--- src/rtl/laser_feeder.sv ---
// Point-RAM feeder and coverage scorer wrapped around an external laser core.
// Optional wait watchdog is enabled by defining LASER_FEEDER_TIMEOUT_EN.
module laser_feeder (
    input  logic       CLK,
    input  logic       RST_N,
    input  logic       START,
    input  logic       LD_EN,
    input  logic [5:0] LD_ADDR,
    input  logic [3:0] LD_X,
    input  logic [3:0] LD_Y,
    output logic       LRST,
    output logic [3:0] X,
    output logic [3:0] Y,
    input  logic [3:0] C1X,
    input  logic [3:0] C1Y,
    input  logic [3:0] C2X,
    input  logic [3:0] C2Y,
    input  logic       DONE,
    output logic       BUSY,
    output logic       RES_VALID,
    output logic [5:0] COVER,
    output logic [3:0] R1X,
    output logic [3:0] R1Y,
    output logic [3:0] R2X,
    output logic [3:0] R2Y,
    output logic       TIMEOUT
);

    typedef enum logic [2:0] {
        IDLE, RSTP, SEND, WAIT, CAPT, SCORE, REPORT
    } state_t;

    state_t     state;
    logic [5:0] idx;
    logic [5:0] acc;
    logic [5:0] rd_addr;
    logic [7:0] pt;
    logic       hit;
    logic [7:0] ram [40];

`ifdef LASER_FEEDER_TIMEOUT_EN
    logic [15:0] wdog;
`endif

    function automatic logic in_circle(input logic [7:0] p,
                                       input logic [3:0] cx,
                                       input logic [3:0] cy);
        logic [3:0] dx;
        logic [3:0] dy;
        logic [8:0] d;
        dx = (p[7:4] >= cx) ? p[7:4] - cx : cx - p[7:4];
        dy = (p[3:0] >= cy) ? p[3:0] - cy : cy - p[3:0];
        d  = 9'(dx) * 9'(dx) + 9'(dy) * 9'(dy);
        return d <= 9'd16;
    endfunction

    // SEND looks one entry ahead so X/Y are registered in step with k
    always_comb begin
        rd_addr = idx;
        if (state == SEND && idx != 6'd39)
            rd_addr = idx + 6'd1;
    end

    assign pt   = ram[rd_addr];
    assign hit  = in_circle(pt, R1X, R1Y) | in_circle(pt, R2X, R2Y);
    assign BUSY = (state != IDLE);

    // Point RAM is deliberately outside the reset domain
    always_ff @(posedge CLK) begin
        if (LD_EN && state == IDLE && LD_ADDR < 6'd40)
            ram[LD_ADDR] <= {LD_X, LD_Y};
    end

    always_ff @(posedge CLK or negedge RST_N) begin
        if (!RST_N) begin
            state     <= IDLE;
            idx       <= '0;
            acc       <= '0;
            LRST      <= 1'b0;
            X         <= '0;
            Y         <= '0;
            RES_VALID <= 1'b0;
            COVER     <= '0;
            R1X       <= '0;
            R1Y       <= '0;
            R2X       <= '0;
            R2Y       <= '0;
`ifdef LASER_FEEDER_TIMEOUT_EN
            wdog      <= '0;
            TIMEOUT   <= 1'b0;
`endif
        end else begin
            case (state)
                IDLE: begin
                    RES_VALID <= 1'b0;
                    if (START) begin
                        state <= RSTP;
                        LRST  <= 1'b1;
                        idx   <= '0;
`ifdef LASER_FEEDER_TIMEOUT_EN
                        TIMEOUT <= 1'b0;
`endif
                    end
                end
                RSTP: begin
                    LRST  <= 1'b0;
                    X     <= pt[7:4];
                    Y     <= pt[3:0];
                    idx   <= '0;
                    state <= SEND;
                end
                SEND: begin
                    if (idx == 6'd39) begin
                        X     <= '0;
                        Y     <= '0;
                        state <= WAIT;
`ifdef LASER_FEEDER_TIMEOUT_EN
                        wdog  <= '0;
`endif
                    end else begin
                        idx <= idx + 6'd1;
                        X   <= pt[7:4];
                        Y   <= pt[3:0];
                    end
                end
                WAIT: begin
                    if (DONE) begin
                        R1X   <= C1X;
                        R1Y   <= C1Y;
                        R2X   <= C2X;
                        R2Y   <= C2Y;
                        state <= CAPT;
                    end
`ifdef LASER_FEEDER_TIMEOUT_EN
                    else if (wdog == 16'hFFFE) begin
                        TIMEOUT   <= 1'b1;
                        COVER     <= '0;
                        RES_VALID <= 1'b1;
                        state     <= REPORT;
                    end else begin
                        wdog <= wdog + 16'd1;
                    end
`endif
                end
                CAPT: begin
                    acc   <= '0;
                    idx   <= '0;
                    state <= SCORE;
                end
                SCORE: begin
                    acc <= acc + 6'(hit);
                    if (idx == 6'd39) begin
                        COVER     <= acc + 6'(hit);
                        RES_VALID <= 1'b1;
                        state     <= REPORT;
                    end else begin
                        idx <= idx + 6'd1;
                    end
                end
                REPORT: begin
                    RES_VALID <= 1'b0;
                    state     <= IDLE;
                end
                default: state <= IDLE;
            endcase
        end
    end

`ifndef LASER_FEEDER_TIMEOUT_EN
    assign TIMEOUT = 1'b0;
`endif

endmodule

--- config.mk ---
export PLATFORM = sky130hd
export DESIGN_NAME = laser_feeder
export DESIGN_NICKNAME = d
export VERILOG_FILES = /design/src/rtl/laser_feeder.sv
export SDC_FILE = /design/constraint.sdc
export NUM_CORES = 1
export LEC_CHECK = 0
export CAP_MARGIN = 10
export CORE_MARGIN = 2
export CORE_UTILIZATION = 60
export DETAILED_ROUTE_END_ITERATION = 8
export PLACE_DENSITY = 0.79
export SLEW_MARGIN = 25
export SYNTH_ARGS = -nofsm -noshare
export SYNTH_HDL_FRONTEND = slang
export SYNTH_SLANG_ARGS = --single-unit
--- constraint.sdc ---
create_clock -name CLK -period 27.5 [get_ports CLK]
set_input_delay 4.125 -clock CLK [delete_from_list [all_inputs] [get_ports CLK]]
set_output_delay 4.125 -clock CLK [all_outputs]
set_load 0.005 [all_outputs]
After elaboration in Yosys (flattened, before gate mapping). Memories as Yosys holds them, arrays and structs flattened. Cells that the tools add are included.

Bitwise operators: 1. Reduce and logical (&&, ||, !) cells: 19. Order comparisons: 7. Mux-type cells: 24. Add/sub/neg operators: 12. Equal/unequal tests: 13. $mul: 4.

Operators with widths (count): 4-bit by 4-bit multiplier with 8-bit output (4); 4-bit subtractor (8); 4-bit two-way mux (6); 8-bit by 8-bit adder with 9-bit output (2); 9-bit by 5-bit less-or-equal comparator with 1-bit output (second input constant) (2); 6-bit two-way mux (3); 3-bit case mux with 6 select lines (1); 6-bit case mux with 3 select lines (1); 4-bit greater-or-equal comparator (4); 4-bit case mux with 2 select lines (2); 3-bit two-way mux (4); 6-bit case mux with 2 select lines (1); 3-bit == test (second input constant) (3); 2-bit inequality test (second input constant) (4); 2-bit AND reduction (4); 2-bit nonzero test (4); 6-bit by 1-bit adder with 6-bit output (1); 6-bit by 1-bit adder with 6-bit output (second input constant) (1); 3-bit by 2-bit == test with 1-bit output (second input constant) (2); 6-bit == test (second input constant) (1); 6-bit less-than comparator (second input constant) (1); 6-bit inequality test (second input constant) (1); 3-bit nonzero test (2); 2-bit OR reduction (3); other kinds (9) (15).

Input port bits: 35. Register bits: 47. Word-level logic and storage cells: 93. Memory bits (writable): 320. Memories kept: 1.

Memories: ram (words 40, bits a word 8, read ports 1, clocked after Yosys merged registers in 0, wr ports 1, line 39) `logic [7:0] ram [40];`.

Depth between registers and ports, before layout. An unclocked memory read counts as a cell.

Depth in word-level cells: 12. Gate-level depth with buffers: 44. Gate-level depth less buffers: 41.

Worst setup path after synthesis. No wires, ideal clock.

Path type: reg2reg. Start: register idx[5]. End: register acc[5]. Library setup time: 0.128 ns. Cell stages (with the launch flop): 37. Required time: 27.372 ns. Path buffers: 1. Arrival: 8.626 ns. Setup slack: 18.747 ns. Period minus slack after synthesis: 8.753 ns. Path through: dfrtp_1 -> or3b_4 -> o21ai_2 -> buf_6 -> mux4_2 -> nor2_1 -> o221ai_1 -> a221o_1 -> or4_4 -> mux2i_1 -> ha_1 -> a21o_1 -> a21o_1 -> a21oi_1 -> mux2i_1 -> xnor2_1 -> or2_2 -> fa_1 -> fa_1 -> fa_1 -> fa_1 -> inv_1 -> ha_1 -> a21o_1 -> a21oi_1 -> and2_1 -> nand2_1 -> o21ai_0 -> a22oi_1 -> o22ai_1 -> ha_1 -> nand3_1 -> inv_1 -> nand3_1 -> a21o_1 -> nand2_1 -> o31ai_1.

Cells in the longest elaborated chain, start to end: 12. Elaborated cells between the ends (all ways): 32.

RTL lines: start, declared (line 34) `logic [5:0] idx;`; start signal, assigned (line 121) `idx <= idx + 6'd1;`; start signal, assigned (line 157) `idx <= idx + 6'd1;`; branches (longest 2 deep; another with 6-bit by 1-bit adder with 6-bit output); 6-bit two-way mux * (line 60) `if (state == SEND && idx != 6'd39)`; memory 40 x 8 bit *; 4-bit subtractor, or another cell as far along (line 51) `dx = (p[7:4] >= cx) ? p[7:4] - cx : cx - p[7:4];`; 4-bit two-way mux, on equally long branches (line 51, 52); 4-bit by 4-bit multiplier with 8-bit output (line 53) `d = 9'(dx) * 9'(dx) + 9'(dy) * 9'(dy);`; 8-bit by 8-bit adder with 9-bit output (line 53); 9-bit by 5-bit less-or-equal comparator with 1-bit output (line 54) `return d <= 9'd16;`; 1-bit OR * (line 65) `assign hit = in_circle(pt, R1X, R1Y) | in_circle(pt, R2X, R2Y);`; 6-bit by 1-bit adder with 6-bit output * (line 151) `acc <= acc + 6'(hit);`; 6-bit case mux with 2 select lines * (line 93) `case (state)`; end signal, assigned (line 151); end, declared (line 35) `logic [5:0] acc;`.

Mark *: on every way between the ends. A chain may end at the register's enable or synchronous reset.

Worst setup path in the final report.
Start: register idx[1]. End: register acc[5].

The elaborated chain is that of the path after synthesis.

==> flow_summary.toml <==
[sta]
timing.final.ws_setup_ps = 16360
rsz0062_at_grt = "no"
slew_headroom = 0.3294
fin_crit_sh = 0.4052
setup_viol = 0
slew_viol_final = 0
fin_setup_tns_ps = 0
fmax_mhz = 89.74
min_period_ps = 11140
tightest_slew_ps = 1002
finalHoldViolCount = 0
skew_ps = 17.75

[cells_and_area]
nNetsFinal = 1570
areaGrowthSynthToFinish_pct = 12.27
drive_above_1_share = 0.1228
antenna_cells = 0

[critical_path]
slowest_delay_ps = 830
worstPathRequired_ps = 27910
crit_fanout = 37
rr_startpoint = "idx[1]$_DFFE_PN0P_"
critPathLaunchType = "flip-flop"
r2r_slack_ps = 16360
slowest_stage = "a21oi_2"
critical_path_class = "reg2reg"
worstPathArrival_ps = 11550
reg2reg_depth = 37
crit_path_frequent_cell = "fa_1"
reg2reg_to = "acc[5]$_DFFE_PN0N_"
worst_setup_path_end_kind = "flip-flop"

[placed_design]
place_congestion = 0.8805
port_buffers = 67
dpl_worst_slack_ps = 16470
dp_hpwl_um = 29370

[global_routing]
grt_usage = 0.2815
grt-ovfl-total = 0
grt_pass1_wl_um = 70860
grt_max_degree = 75
antenna_found_initial = 0
first_global_vias = 12490

[clock_network]
clk_latency_ps = 550
root_buffer = "clkbuf_16"
cts_setup_buffers = 0
postCtsHoldBufs = 0
clock_sinks = 367
cts_max_path_buffers = 3
cts_repair_resize_count = 0
tritoncts = "yes"
cts.clk_slew.worst_paths_ps = 60
numCtsBuffers = 39
htree_num_levels = 2

[drt]
dr_total_vias = 12570
drtIter0Drc = 1862
routed_wl_um = 45280
wl_per_cell_um = 24.32
vias_per_cell = 6.752
postRouteAntennaNets = 0
firstDrtPassIters = 6
drc_errors = 0

[yosys]
yosysTopAreaCellShare = 0.5176
synth_top_family_by_area = "compound AO/OA/AOI/OAI gates"
yosysUniqueCellTypes = 68
synth_area_leader_cell = "edfxtp_1"
postSynth.asyncResetShare = 0.1281
ys_seq_elements = 367
synth_adder_area_share = 0.07886
synth.mux.area_fraction = 0.1000
ys_warn_count = 0
ys_seq_area_frac = 0.5810
syn_area_um2 = 18560
syn_nets = 1520
synth-simple-area-share = 0.08546
synthTopCellsByArea = "edfxtp_1 52%, mux4_2 6.6%, dfrtp_1 6.3%"
synth_compound_area_frac = 0.1133
synth_edf_count = 320
avgSynthCellArea_um2 = 13.39
ys.flop_type = "edfxtp_1"
syn_inst = 1386
synth-xor-area-share = 0.008492

[hold_path]
whs_path_depth = 2
hold_path.class = "reg2reg"
worstHoldStart = "Y[2]$_DFFE_PN0P_"
min_to = "Y[2]$_DFFE_PN0P_"

[floorplan]
core_um2 = 30510
placementRows = 64
ios = 69
start_util = 0.6085
dieArea_um2 = 32360
die_h_um = 179.9
fp.dieW_um = 179.9

[run]
cap_violations = 0

[outcome]
status = "finished clean"
## flip-flops by register name (all words and copies together) (netlist names)
signal / flops
COVER: 6
idx: 6
LRST: 1
R2Y: 4
acc: 6
RES_VALID: 1
R2X: 4
R1X: 4
ram: 320
Y: 4
R1Y: 4
X: 4
state: 3
## kinds of logic after synthesis
group | count (synthesis)
xor+xnor | 18
flops | 367
compound gates | 302
buf+inv | 151
simple gates | 334
other cells | 1
fa+ha+maj | 99
mux | 114
## layout by cell type (no fill, tap or decap), drive strengths merged, types with 5 or more instances in the layout
| cell | count |
|---|---|
| a221o | 7 |
| clkinv | 17 |
| and3 | 5 |
| nor3 | 43 |
| ha | 69 |
| clkbuf | 48 |
| a211oi | 22 |
| nand4 | 6 |
| nand2 | 63 |
| edfxtp | 320 |
| o22ai | 83 |
| mux4 | 54 |
| o21a | 6 |
| a21o | 19 |
| clkdlybuf4s50 | 66 |
| o31ai | 6 |
| buf | 21 |
| nor2b | 9 |
| or2 | 7 |
| xor2 | 10 |
| nand2b | 7 |
| o21ai | 39 |
| xnor2 | 8 |
| nand3 | 19 |
| o22a | 6 |
| nor4 | 5 |
| nor2 | 138 |
| fa | 30 |
| mux2 | 26 |
| dfrtp | 47 |
| o221ai | 50 |
| a21oi | 39 |
| mux2i | 34 |
| inv | 73 |
| nor3b | 5 |
## through the flow
step                area [um^2]  utilization  std cells  hold slack [ps]
floorplan                 18560            -       1386            456.3
global placement          19580       0.6417       1791            475.1
detailed placement        19580       0.6418       1791            480.5
CTS                       20820       0.6825       1862            494.1
global route              20840       0.6831       1862            521.5
finish                    20840       0.6831       1862            489.7
## cell usage after synthesis, drive strengths merged (5+ instances only)
| master | count |
|---|---|
| fa | 30 |
| nor4 | 5 |
| nor2 | 138 |
| nand2 | 63 |
| inv | 73 |
| or2 | 7 |
| clkbuf | 46 |
| nor2b | 9 |
| o31ai | 6 |
| o21a | 6 |
| o22a | 6 |
| nand3 | 19 |
| o221ai | 50 |
| xnor2 | 8 |
| a221o | 7 |
| mux2 | 26 |
| nor3 | 43 |
| o21ai | 39 |
| edfxtp | 320 |
| xor2 | 10 |
| dfrtp | 47 |
| a21o | 19 |
| nand2b | 7 |
| mux4 | 54 |
| ha | 69 |
| o22ai | 83 |
| and3 | 5 |
| a21oi | 39 |
| a211oi | 22 |
| mux2i | 34 |
| nand4 | 6 |
| nor3b | 5 |
| buf | 32 |
## cell type report
type                    count  area (um^2)
repair buffers             87        818.3
fillers                  2046         9668
well taps                 396        495.5
clock inverters            23        231.5
clock buffers              48         1010
inverters                  73        274.0
multi-input cells         868         7223
flip-flops and latches    367        10790
## worst max path at each step
stage | from | end | cells after the start
after CTS | idx[1]$_DFFE_PN0P_ | acc[5]$_DFFE_PN0N_ | 37
after global placement | idx[1]$_DFFE_PN0P_ | acc[5]$_DFFE_PN0N_ | 39
after floorplan | idx[5]$_DFFE_PN0P_ | acc[5]$_DFFE_PN0N_ | 36
final | idx[1]$_DFFE_PN0P_ | acc[5]$_DFFE_PN0N_ | 37
after global routing | idx[1]$_DFFE_PN0P_ | acc[5]$_DFFE_PN0N_ | 37
after detailed placement | idx[1]$_DFFE_PN0P_ | acc[5]$_DFFE_PN0N_ | 37
## layer usage
layer,track usage,up-vias,share of wire
met2,0.4535,749,0.48
met5,0,-,0
met3,0.04680,117,0.096
met4,0.1135,0,0.037
met1,0.3868,6239,0.39
li1,-,5468,-
## critical path: cells and delay by family (launching register included)
| family | cells | cell delay (ps) |
|---|---|---|
| xor+xnor | 2 | 320 |
| buf+inv | 4 | 680 |
| fa+ha+maj | 10 | 3820 |
| simple gates | 12 | 3370 |
| compound gates | 8 | 2140 |
| mux | 1 | 370 |
| flops | 1 | 320 |
Power is not shown: default switching activity piles up to over one toggle a cycle in this logic, so the estimate is an artifact.
